### config.mk
export PLATFORM = sky130hd
export DESIGN_NAME = duty_slew
export DESIGN_NICKNAME = d
export VERILOG_FILES = /design/src/rtl/duty_slew.sv
export SDC_FILE = /design/constraint.sdc
export NUM_CORES = 1
export LEC_CHECK = 0
export ABC_AREA = 1
export BUFFER_PORTS_ARGS = -buffer_cell sky130_fd_sc_hd__buf_2
export CORE_MARGIN = 1
export CORE_UTILIZATION = 45
export CTS_CLUSTER_SIZE = 28
export DETAILED_ROUTE_END_ITERATION = 8
export PLACE_DENSITY = 0.7
export SETUP_SLACK_MARGIN = 0.15
export SLEW_MARGIN = 20
export SYNTH_ARGS = -nofsm -noshare
export SYNTH_HDL_FRONTEND = slang
export SYNTH_SLANG_ARGS = --single-unit
export TNS_END_PERCENT = 5
### constraint.sdc
create_clock -name clk -period 4 [get_ports clk]
set_input_delay 1.2 -clock clk [delete_from_list [all_inputs] [get_ports clk]]
set_output_delay 1.2 -clock clk [all_outputs]
set_load 0.03 [all_outputs]
### src/rtl/duty_slew.sv
// duty_slew: slew-rate limiter for a PWM duty input. Walks set toward a loaded
// goal by step_eff on every step event (one per STEP_DIV periods of 2^WIDTH clocks).
module duty_slew #(
  parameter int WIDTH    = 10,
  parameter int STEP_DIV = 16
) (
  input  logic             clk,
  input  logic             reset_n,
  input  logic [WIDTH-1:0] target,
  input  logic             load,
  input  logic [3:0]       step,
  input  logic             stop,
  output logic [WIDTH-1:0] set,
  output logic             busy,
  output logic             done,
  output logic             period_tick
);

  localparam int DIV_W = (STEP_DIV > 1) ? $clog2(STEP_DIV) : 1;
  localparam logic [DIV_W-1:0] DIV_LAST = DIV_W'(STEP_DIV - 1);

  typedef enum logic [1:0] {
    IDLE = 2'd0,
    UP   = 2'd1,
    DOWN = 2'd2
  } state_t;

  logic [WIDTH-1:0] cnt_q, cnt_d;
  logic [DIV_W-1:0] div_q, div_d;
  logic [WIDTH-1:0] goal_q, goal_d;
  logic [WIDTH-1:0] set_q, set_d;
  state_t           state_q, state_d;
  logic             done_q, done_d;

  logic             tick;
  logic             step_evt;
  logic [3:0]       step_eff;
  logic [WIDTH-1:0] step_w;
  logic [WIDTH:0]   up_sum;
  logic [WIDTH:0]   down_floor;
  logic [WIDTH-1:0] up_val;
  logic [WIDTH-1:0] down_val;
  logic             goal_above;
  logic             goal_below;

  // Free-running period counter and the period divider that paces step events.
  always_comb begin
    tick     = (cnt_q == {WIDTH{1'b1}});
    step_evt = tick && (div_q == DIV_LAST);
    cnt_d    = cnt_q + 1'b1;
    div_d    = div_q;
    if (tick) begin
      div_d = (div_q == DIV_LAST) ? '0 : div_q + 1'b1;
    end
  end

  // One extra bit keeps set+step from wrapping; the down path compares against
  // goal+step so the subtraction is only taken when it cannot pass the goal.
  always_comb begin
    step_eff   = (step == 4'd0) ? 4'd1 : step;
    step_w     = WIDTH'(step_eff);
    up_sum     = {1'b0, set_q} + {1'b0, step_w};
    down_floor = {1'b0, goal_q} + {1'b0, step_w};
    up_val     = (up_sum >= {1'b0, goal_q}) ? goal_q : up_sum[WIDTH-1:0];
    down_val   = ({1'b0, set_q} >= down_floor) ? (set_q - step_w) : goal_q;
    goal_above = (goal_q > set_q);
    goal_below = (goal_q < set_q);
  end

  always_comb begin
    goal_d  = goal_q;
    set_d   = set_q;
    state_d = IDLE;
    done_d  = 1'b0;
    if (stop) begin
      goal_d = '0;
      set_d  = '0;
    end else begin
      if (load) begin
        goal_d = target;
      end
      if (step_evt) begin
        if (goal_above) begin
          set_d = up_val;
        end else if (goal_below) begin
          set_d = down_val;
        end
      end
      if (goal_above) begin
        state_d = UP;
      end else if (goal_below) begin
        state_d = DOWN;
      end
      // A ramp just landed: the registered state still says UP/DOWN.
      done_d = (state_q != IDLE) && !goal_above && !goal_below;
    end
  end

  always_ff @(posedge clk or negedge reset_n) begin
    if (!reset_n) begin
      cnt_q   <= '0;
      div_q   <= '0;
      goal_q  <= '0;
      set_q   <= '0;
      state_q <= IDLE;
      done_q  <= 1'b0;
    end else begin
      cnt_q   <= cnt_d;
      div_q   <= div_d;
      goal_q  <= goal_d;
      set_q   <= set_d;
      state_q <= state_d;
      done_q  <= done_d;
    end
  end

  assign set         = set_q;
  assign busy        = (state_q != IDLE);
  assign done        = done_q;
  assign period_tick = tick;

endmodule

==> impl_metrics.env, run 1 <==
export IMPL_outcome="finished clean"
export IMPL_cts_root_buffer="clkbuf_8"
export IMPL_slew_limit_headroom_pct=40.9
export IMPL_initial_utilization_pct=46.7
export IMPL_worst_setup_path_start_kind="input pin"
export IMPL_clk_pin_slew_ns=0.07
export IMPL_boundaryPins=31
export IMPL_whs_endpoint="cnt_q[9]"
export IMPL_dr_wl_cell_um=15.6
export IMPL_wl_met2_um=4700
export IMPL_power_frac_seq_pct=21.3
export IMPL_worst_pin_slew_ns=0.886
export IMPL_reg_area_um2=926
export IMPL_synth_main_ff_cell="dfrtp_1"
export IMPL_core_region_area_um2=7730
export IMPL_grt_antenna_before_repair=0
export IMPL_synthCells=524
export IMPL_dpl_hpwl_um=7800
export IMPL_wl_met3_um=835
export IMPL_route_layer_met1_wl_um=4810
export IMPL_stdcell_area_um2=4350
export IMPL_grt_setup_unrepaired="true"
export IMPL_hold_path_startpoint="cnt_q[9]"
export IMPL_total_clock_buffers_created_by_cts=5
export IMPL_avg_vias_per_cell=5.44
export IMPL_post_synth_most_frequent_cells="nand2_1 (163), inv_1 (74), nand3_1 (72), ha_1 (44), dfrtp_1 (37)"
export IMPL_synth_cell_area_um2=3610
export IMPL_worstPathMaxFanout=5
export IMPL_flow_area_growth_from_synthesis_pct=20.5
export IMPL_p_leak_nw=2.44
export IMPL_worstPathArrival_ns=4.07
export IMPL_htreeDepth=2
export IMPL_comb_power_share_pct=67.6
export IMPL_p_int_mw=1.15
export IMPL_number_of_endpoints_failing_setup_at_the_final_stage=0
export IMPL_worstReg2RegStart="goal_q[0]"
export IMPL_cts_sink_count=37
export IMPL_worstHoldPathCells=1
export IMPL_clock_power_share_pct=11.1
export IMPL_grt_start_max_net_pins=38
export IMPL_grt_overflow_total=0
export IMPL_yosys_area_top_type="dfrtp_1"
export IMPL_syn_area_per_cell_um2=6.89
export IMPL_floorplan_die_width_um=91.6
export IMPL_final_core_util_pct=56.3
export IMPL_final_period_minus_worst_setup_slack_ns=3.89
export IMPL_remaining_drc_errors=0
export IMPL_synthArstFlopShare_pct=100
export IMPL_floorplan_rows=32
export IMPL_post_synth_edffs=0
export IMPL_place_gp_congestion=0.950
export IMPL_worst_hold_class="flop to flop"
export IMPL_drv_slew=0
export IMPL_path_common_cell="nand2_1"
export IMPL_multiInputGateArea_um2=2490
export IMPL_detail_route_iter0_violations=301
export IMPL_criticalPathCategory="input pin to flop"
export IMPL_port_buffers=30
export IMPL_timing_clock_skew_ns=0.00849
export IMPL_synthesis_yosys_warnings=0
export IMPL_drt_total_wl_um=10700
export IMPL_power_density_nw_per_um2=559
export IMPL_worst_slack_ns=0.109
export IMPL_cts_hold_buf=0
export IMPL_hold_ws_ns=0.473
export IMPL_floorplan_die_area_um2=8390
export IMPL_reg2reg_to="set[0]"
export IMPL_detailed_place_area_um2=4000
export IMPL_max_vdd_ir_drop_v=0.000379
export IMPL_number_of_fillers_in_the_final_layout=743
export IMPL_vias_in_the_first_global_route=3501
export IMPL_drtPass1Iterations=5
export IMPL_layout_drive_gt1_share_pct=20.9
export IMPL_place_ws_ns=-0.255
export IMPL_chipHeight_um=91.6
export IMPL_insertion_delay_of_the_later_clocked_pin_in_the_worst_skew_pair_ns=0.29
export IMPL_crit_end_element="flop"
export IMPL_synth_fp_nets=589
export IMPL_design_final_nets=648
export IMPL_drv_cap=0
export IMPL_synth_largest_type_area_fraction_pct=25.6
export IMPL_detail_route_antenna_nets=0
export IMPL_report_final_hold_viol_count=0
export IMPL_timing_critical_path_required_ns=4.18
export IMPL_dr_max_layer_used="met4"
export IMPL_antenna_cells=0
export IMPL_final_cycle_utilization_of_the_critical_path_pct=97.3
export IMPL_power_switching_share_pct=52.9
export IMPL_tritoncts="built"
export IMPL_clock_tree_buffer_depth=2
export IMPL_global_route_wire_length_before_repair_um=17300
export IMPL_synth_most_common_cell="nand2_1"
export IMPL_worst_r2r_setup_slack_ns=0.82
export IMPL_total_switching_power_mw=1.29
export IMPL_worstPathCellList="buf_8 > clkinvlp_4 > a31o_4 > ha_4 > inv_2 > fa_2 > inv_2 > nand3_2 > nand2_2 > nand2_2 > xor2_1 > ha_1 > nand2_1 > nor2_1 > nand2_1 > nand2_1 > nand4_1 > nand2_4 > nand2_1 > nand3_1 > nand2_1 > nand2_1 > nand2_1"
export IMPL_grt_use_total_pct=26.3
export IMPL_flops_latches_synth=37
export IMPL_cp_slowest_cell="fa_2"
export IMPL_synth_area_leaders="dfrtp_1 (26%), nand2_1 (17%), ha_1 (15%)"
export IMPL_r2r_cells=20
export IMPL_num_vias=3728
export IMPL_seq_area_frac_synth_pct=25.6
export IMPL_synth_distinct_cells=35
export IMPL_fmax_achieved_mhz=257
export IMPL_worst_path_largest_cell_delay_ns=0.39
[worst max-delay path by stage]
stage          endpoint    start  slack (ns)  depth (start not counted)
2_1_floorplan    set[3]  step[1]        0.16                         25
3_3_place_gp     set[6]  step[2]       -0.23                         25
3_5_place_dp     set[4]  step[2]       -0.26                         25
4_1_cts          set[4]  step[1]        0.16                         25
5_1_grt          set[6]  step[1]       -0.12                         25
6_report         set[0]  step[1]        0.11                         23
[registers in the layout, summed over array words and instances (netlist names)]
name and count:
cnt_q 10, goal_q 10, set 10, div_q 4, state_q 2, done 1
[metal layers]
layer | up-vias | track usage (%)
met1 | 1709 | 35.6
met5 | - | 0
li1 | 1805 | -
met3 | 37 | 4.02
met4 | 0 | 9.39
met2 | 177 | 42.5
[logic make-up (layout without fill, tap and decap cells)]
kind of cell	after synthesis	in the layout	synth area share, %
compound gates	42	42	6.48
xor+xnor	24	24	5.82
fa+ha+maj	47	47	16.9
buf+inv	88	145	9.56
flops	37	37	25.6
mux	1	1	0.312
simple gates	285	287	35.3
[placed cells by master, fill, tap and decap left out, types with 2 or more instances in the layout]
cell	instances
a21oi_1	13
a21oi_2	5
buf_2	28
buf_4	27
buf_6	6
clkbuf_8	6
clkinvlp_4	2
dfrtp_1	37
fa_2	2
ha_1	43
inv_1	67
inv_2	5
nand2_1	152
nand2_2	15
nand2_4	3
nand3_1	68
nand3_2	4
nand4_1	7
nor2_1	18
nor2_2	4
nor2_4	3
nor3_1	6
o211ai_1	2
o21a_1	2
o21ai_0	13
o21ai_1	2
o21bai_1	3
xnor2_1	3
xor2_1	20
[final cells by class]
| cell class | count | area share (%) |
|---|---|---|
| Clock buffer | 6 | 1.90 |
| Multi-Input combinational cell | 401 | 57.2 |
| Clock inverter | 1 | 0.172 |
| Inverter | 76 | 6.73 |
| Tap cell | 102 | 2.93 |
| Sequential cell | 37 | 21.3 |
| Timing Repair Buffer | 62 | 9.77 |
[critical path: cells and delay by family]
family                     cells  cell delay (ns)
buffers and inverters          4             0.27
AOI/OAI and AO/OA              1             0.16
and+or+nand+nor               14             1.48
xor gates and xnor gates       1             0.14
adders and majority gates      3             0.81
[power by group through the flow]
stage | registers (mW) | logic [mW] | clock network (mW)
CTS | 0.514 | 1.46 | 0.276
finish | 0.518 | 1.65 | 0.271
detailed placement | 0.520 | 1.41 | 0
global placement | 0.522 | 1.40 | 0
floorplan | 0.540 | 0.992 | 0
global route | 0.523 | 1.83 | 0.289
[per-stage QoR]
stage,TNS (ns),power [mW],std cells
after global routing,-0.836,2.64,685
after global placement,-1.90,1.92,666
after CTS,0,2.25,677
after floorplan,0,1.53,524
final,0,2.43,685
after detailed placement,-2.27,1.93,666
[what timing repair did]
| action | 4_1_cts | 5_1_grt |
|---|---|---|
| gates resized for setup | 8 | 47 |
| gates cloned | 2 | 1 |
| buffers inserted | 2 | 7 |
| endpoints found under the setup margin | 9 | 10 |
| pin swaps | 6 | 26 |
Power figures use the tool's default switching activity.
==> run 2, diff against run 1 <==
--- a/config.mk
+++ b/config.mk
@@ -11,7 +11,7 @@
 export CORE_UTILIZATION = 45
 export CTS_CLUSTER_SIZE = 28
 export DETAILED_ROUTE_END_ITERATION = 8
-export PLACE_DENSITY = 0.7
+export PLACE_DENSITY = 0.72
 export SETUP_SLACK_MARGIN = 0.15
 export SLEW_MARGIN = 20
 export SYNTH_ARGS = -nofsm -noshare
==> constraint.sdc (replaced) <==
create_clock -name clk -period 3.1 [get_ports clk]
set_input_delay 0.93 -clock clk [delete_from_list [all_inputs] [get_ports clk]]
set_output_delay 0.93 -clock clk [all_outputs]
set_load 0.03 [all_outputs]
==> run 2 against run 1 <==
Flip-flop and latch count stayed put. Largest power group unchanged. Non-clock buffer count is 23 higher. Core utilization is 4.7 points higher. Critical path depth stayed put. First-iteration DRC count is 11% lower. Final cell count is 3.6% higher. Clock-buffer cell count is 1 lower. Wire length is 7.6% higher. The flow now finishes with violations (setup timing). Clock power is 63% higher.
==> impl_metrics.env, run 2 (synthesized netlist as in run 1, its figures left out) <==
export IMPL_worstPathMaxFanout=5
export IMPL_initial_utilization_pct=46.7
export IMPL_dpl_hpwl_um=8650
export IMPL_clock_tree_buffer_depth=2
export IMPL_timing_critical_path_from="step[1]"
export IMPL_critPathBufInv=4
export IMPL_crit_end_element="flop"
export IMPL_cts_hold_buf=0
export IMPL_worst_slack_ns=-0.456
export IMPL_path_depth=23
export IMPL_criticalPathCategory="input pin to flop"
export IMPL_comb_power_share_pct=69.7
export IMPL_final_cycle_utilization_of_the_critical_path_pct=115
export IMPL_layout_drive_gt1_share_pct=29.1
export IMPL_drv_cap=0
export IMPL_slew_limit_headroom_pct=39.5
export IMPL_r2r_cells=23
export IMPL_final_core_util_pct=61.1
export IMPL_p_leak_nw=2.59
export IMPL_core_region_area_um2=7730
export IMPL_grt_overflow_total=0
export IMPL_remaining_drc_errors=0
export IMPL_worst_path_dominant_cell_family="simple AND/OR/NAND/NOR gates"
export IMPL_detail_route_iter0_violations=269
export IMPL_drv_slew=0
export IMPL_drtPass1Iterations=6
export IMPL_worst_r2r_setup_slack_ns=-0.03
export IMPL_stdcell_area_um2=4720
export IMPL_fmax_achieved_mhz=281
export IMPL_num_vias=3888
export IMPL_cp_slowest_cell="fa_2"
export IMPL_totalNegativeSetupSlack_ns=-4.06
export IMPL_mostFrequentLayoutCells="nand2_1 (143), inv_1 (65), nand3_1 (59), buf_4 (51)"
export IMPL_worst_setup_path_start_kind="input pin"
export IMPL_timing_critical_path_to="set[2]"
export IMPL_htreeDepth=2
export IMPL_clk_pin_slew_ns=0.09
export IMPL_chipHeight_um=91.6
export IMPL_place_gp_congestion=0.952
export IMPL_worst_path_largest_cell_delay_ns=0.35
export IMPL_avg_vias_per_cell=5.48
export IMPL_outcome="complete, but fails checks"
export IMPL_dr_wl_cell_um=16.2
export IMPL_worst_pin_slew_ns=0.908
export IMPL_flow_area_growth_from_synthesis_pct=30.7
export IMPL_antenna_cells=0
export IMPL_floorplan_rows=32
export IMPL_power_frac_seq_pct=17.8
export IMPL_report_final_hold_viol_count=0
export IMPL_final_common_cell="nand2_1"
export IMPL_number_of_fillers_in_the_final_layout=706
export IMPL_boundaryPins=31
export IMPL_number_of_endpoints_failing_setup_at_the_final_stage=10
export IMPL_worstHoldPathCells=1
export IMPL_reg2reg_to="set[2]"
export IMPL_timing_clock_skew_ns=0.00776
export IMPL_cts_root_buffer="clkbuf_8"
export IMPL_place_ws_ns=-0.907
export IMPL_grt_use_total_pct=28.5
export IMPL_cts_sink_count=37
export IMPL_violations="setup timing"
export IMPL_design_final_nets=672
export IMPL_grt_antenna_before_repair=0
export IMPL_grt_start_max_net_pins=38
export IMPL_path_common_cell="nand2_2"
export IMPL_total_clock_buffers_created_by_cts=5
export IMPL_worstPathArrival_ns=3.75
export IMPL_floorplan_die_area_um2=8390
export IMPL_hold_ws_ns=0.473
export IMPL_tritoncts="built"
export IMPL_final_period_minus_worst_setup_slack_ns=3.56
export IMPL_timing_critical_path_required_ns=3.29
export IMPL_worst_hold_class="flop to flop"
export IMPL_insertion_delay_of_the_later_clocked_pin_in_the_worst_skew_pair_ns=0.30
export IMPL_drt_total_wl_um=11500
export IMPL_grt_setup_unrepaired="true"
export IMPL_vias_in_the_first_global_route=3869
export IMPL_max_vdd_ir_drop_v=0.000359
export IMPL_detailed_place_area_um2=4260
export IMPL_clock_power_share_pct=12.5
export IMPL_detail_route_antenna_nets=0
export IMPL_port_buffers=30
export IMPL_worstPathCellList="buf_6 > clkinvlp_4 > a31o_4 > ha_4 > inv_2 > fa_2 > inv_2 > nand3_2 > nand2_2 > nand2_2 > xor2_2 > ha_1 > nand2_2 > nor2_4 > nand2_2 > nand2_2 > nand4_1 > nand2_4 > nand2_1 > nand3_1 > nand2_1 > nand2_2 > nand2_2"
export IMPL_power_switching_share_pct=51.2
export IMPL_p_int_mw=1.73
export IMPL_power_density_nw_per_um2=752
export IMPL_floorplan_die_width_um=91.6
export IMPL_total_switching_power_mw=1.82
export IMPL_global_route_wire_length_before_repair_um=18500
export IMPL_worstReg2RegStart="goal_q[1]"
==> run 2: layout make-up <==
class / instances / area, um2 / share of cell area, %
Sequential cell: 37 / 926 / 19.6
Clock buffer: 5 / 68.8 / 1.46
Tap cell: 102 / 128 / 2.70
Timing Repair Buffer: 85 / 597 / 12.6
Multi-Input combinational cell: 402 / 2670 / 56.5
Clock inverter: 3 / 43.8 / 0.928
Inverter: 76 / 290 / 6.15
==> run 2: how the worst min path moves through the flow <==
stage,to,start
floorplan,cnt_q[9],cnt_q[9]
global placement,cnt_q[9],cnt_q[9]
detailed placement,cnt_q[0],cnt_q[0]
CTS,cnt_q[0],cnt_q[0]
global route,cnt_q[9],cnt_q[9]
finish,cnt_q[0],cnt_q[0]
==> run 2: layer usage <==
| metal | global-route usage (%) | part of all wire (%) |
|---|---|---|
| met2 | 46.4 | 45 |
| met5 | 0 | 0 |
| met3 | 4.86 | 8.6 |
| met4 | 9.79 | 2.7 |
| met1 | 38.0 | 44 |
==> run 2: power by group through the flow <==
| stage | Sequential [mW] | Combinational [mW] | Clock, mW |
|---|---|---|---|
| final | 0.633 | 2.47 | 0.443 |
| after global routing | 0.639 | 2.71 | 0.470 |
| after CTS | 0.628 | 2.24 | 0.451 |
| after detailed placement | 0.638 | 2.05 | 0 |
| after global placement | 0.637 | 2.01 | 0 |
| after floorplan | 0.698 | 1.32 | 0 |
==> run 2: timing repair <==
action	CTS	global route
endpoints found under the setup margin	10	10
endpoints found under the hold margin	0	0
gates resized for setup	30	39
cloned	3	0
buffers inserted	4	2
pin swaps	36	27
==> run 2: per-stage QoR <==
step	total power, mW	instances
2_1_floorplan	2.01	524
3_3_place_gp	2.65	693
3_5_place_dp	2.69	693
4_1_cts	3.31	708
5_1_grt	3.82	710
6_report	3.55	710
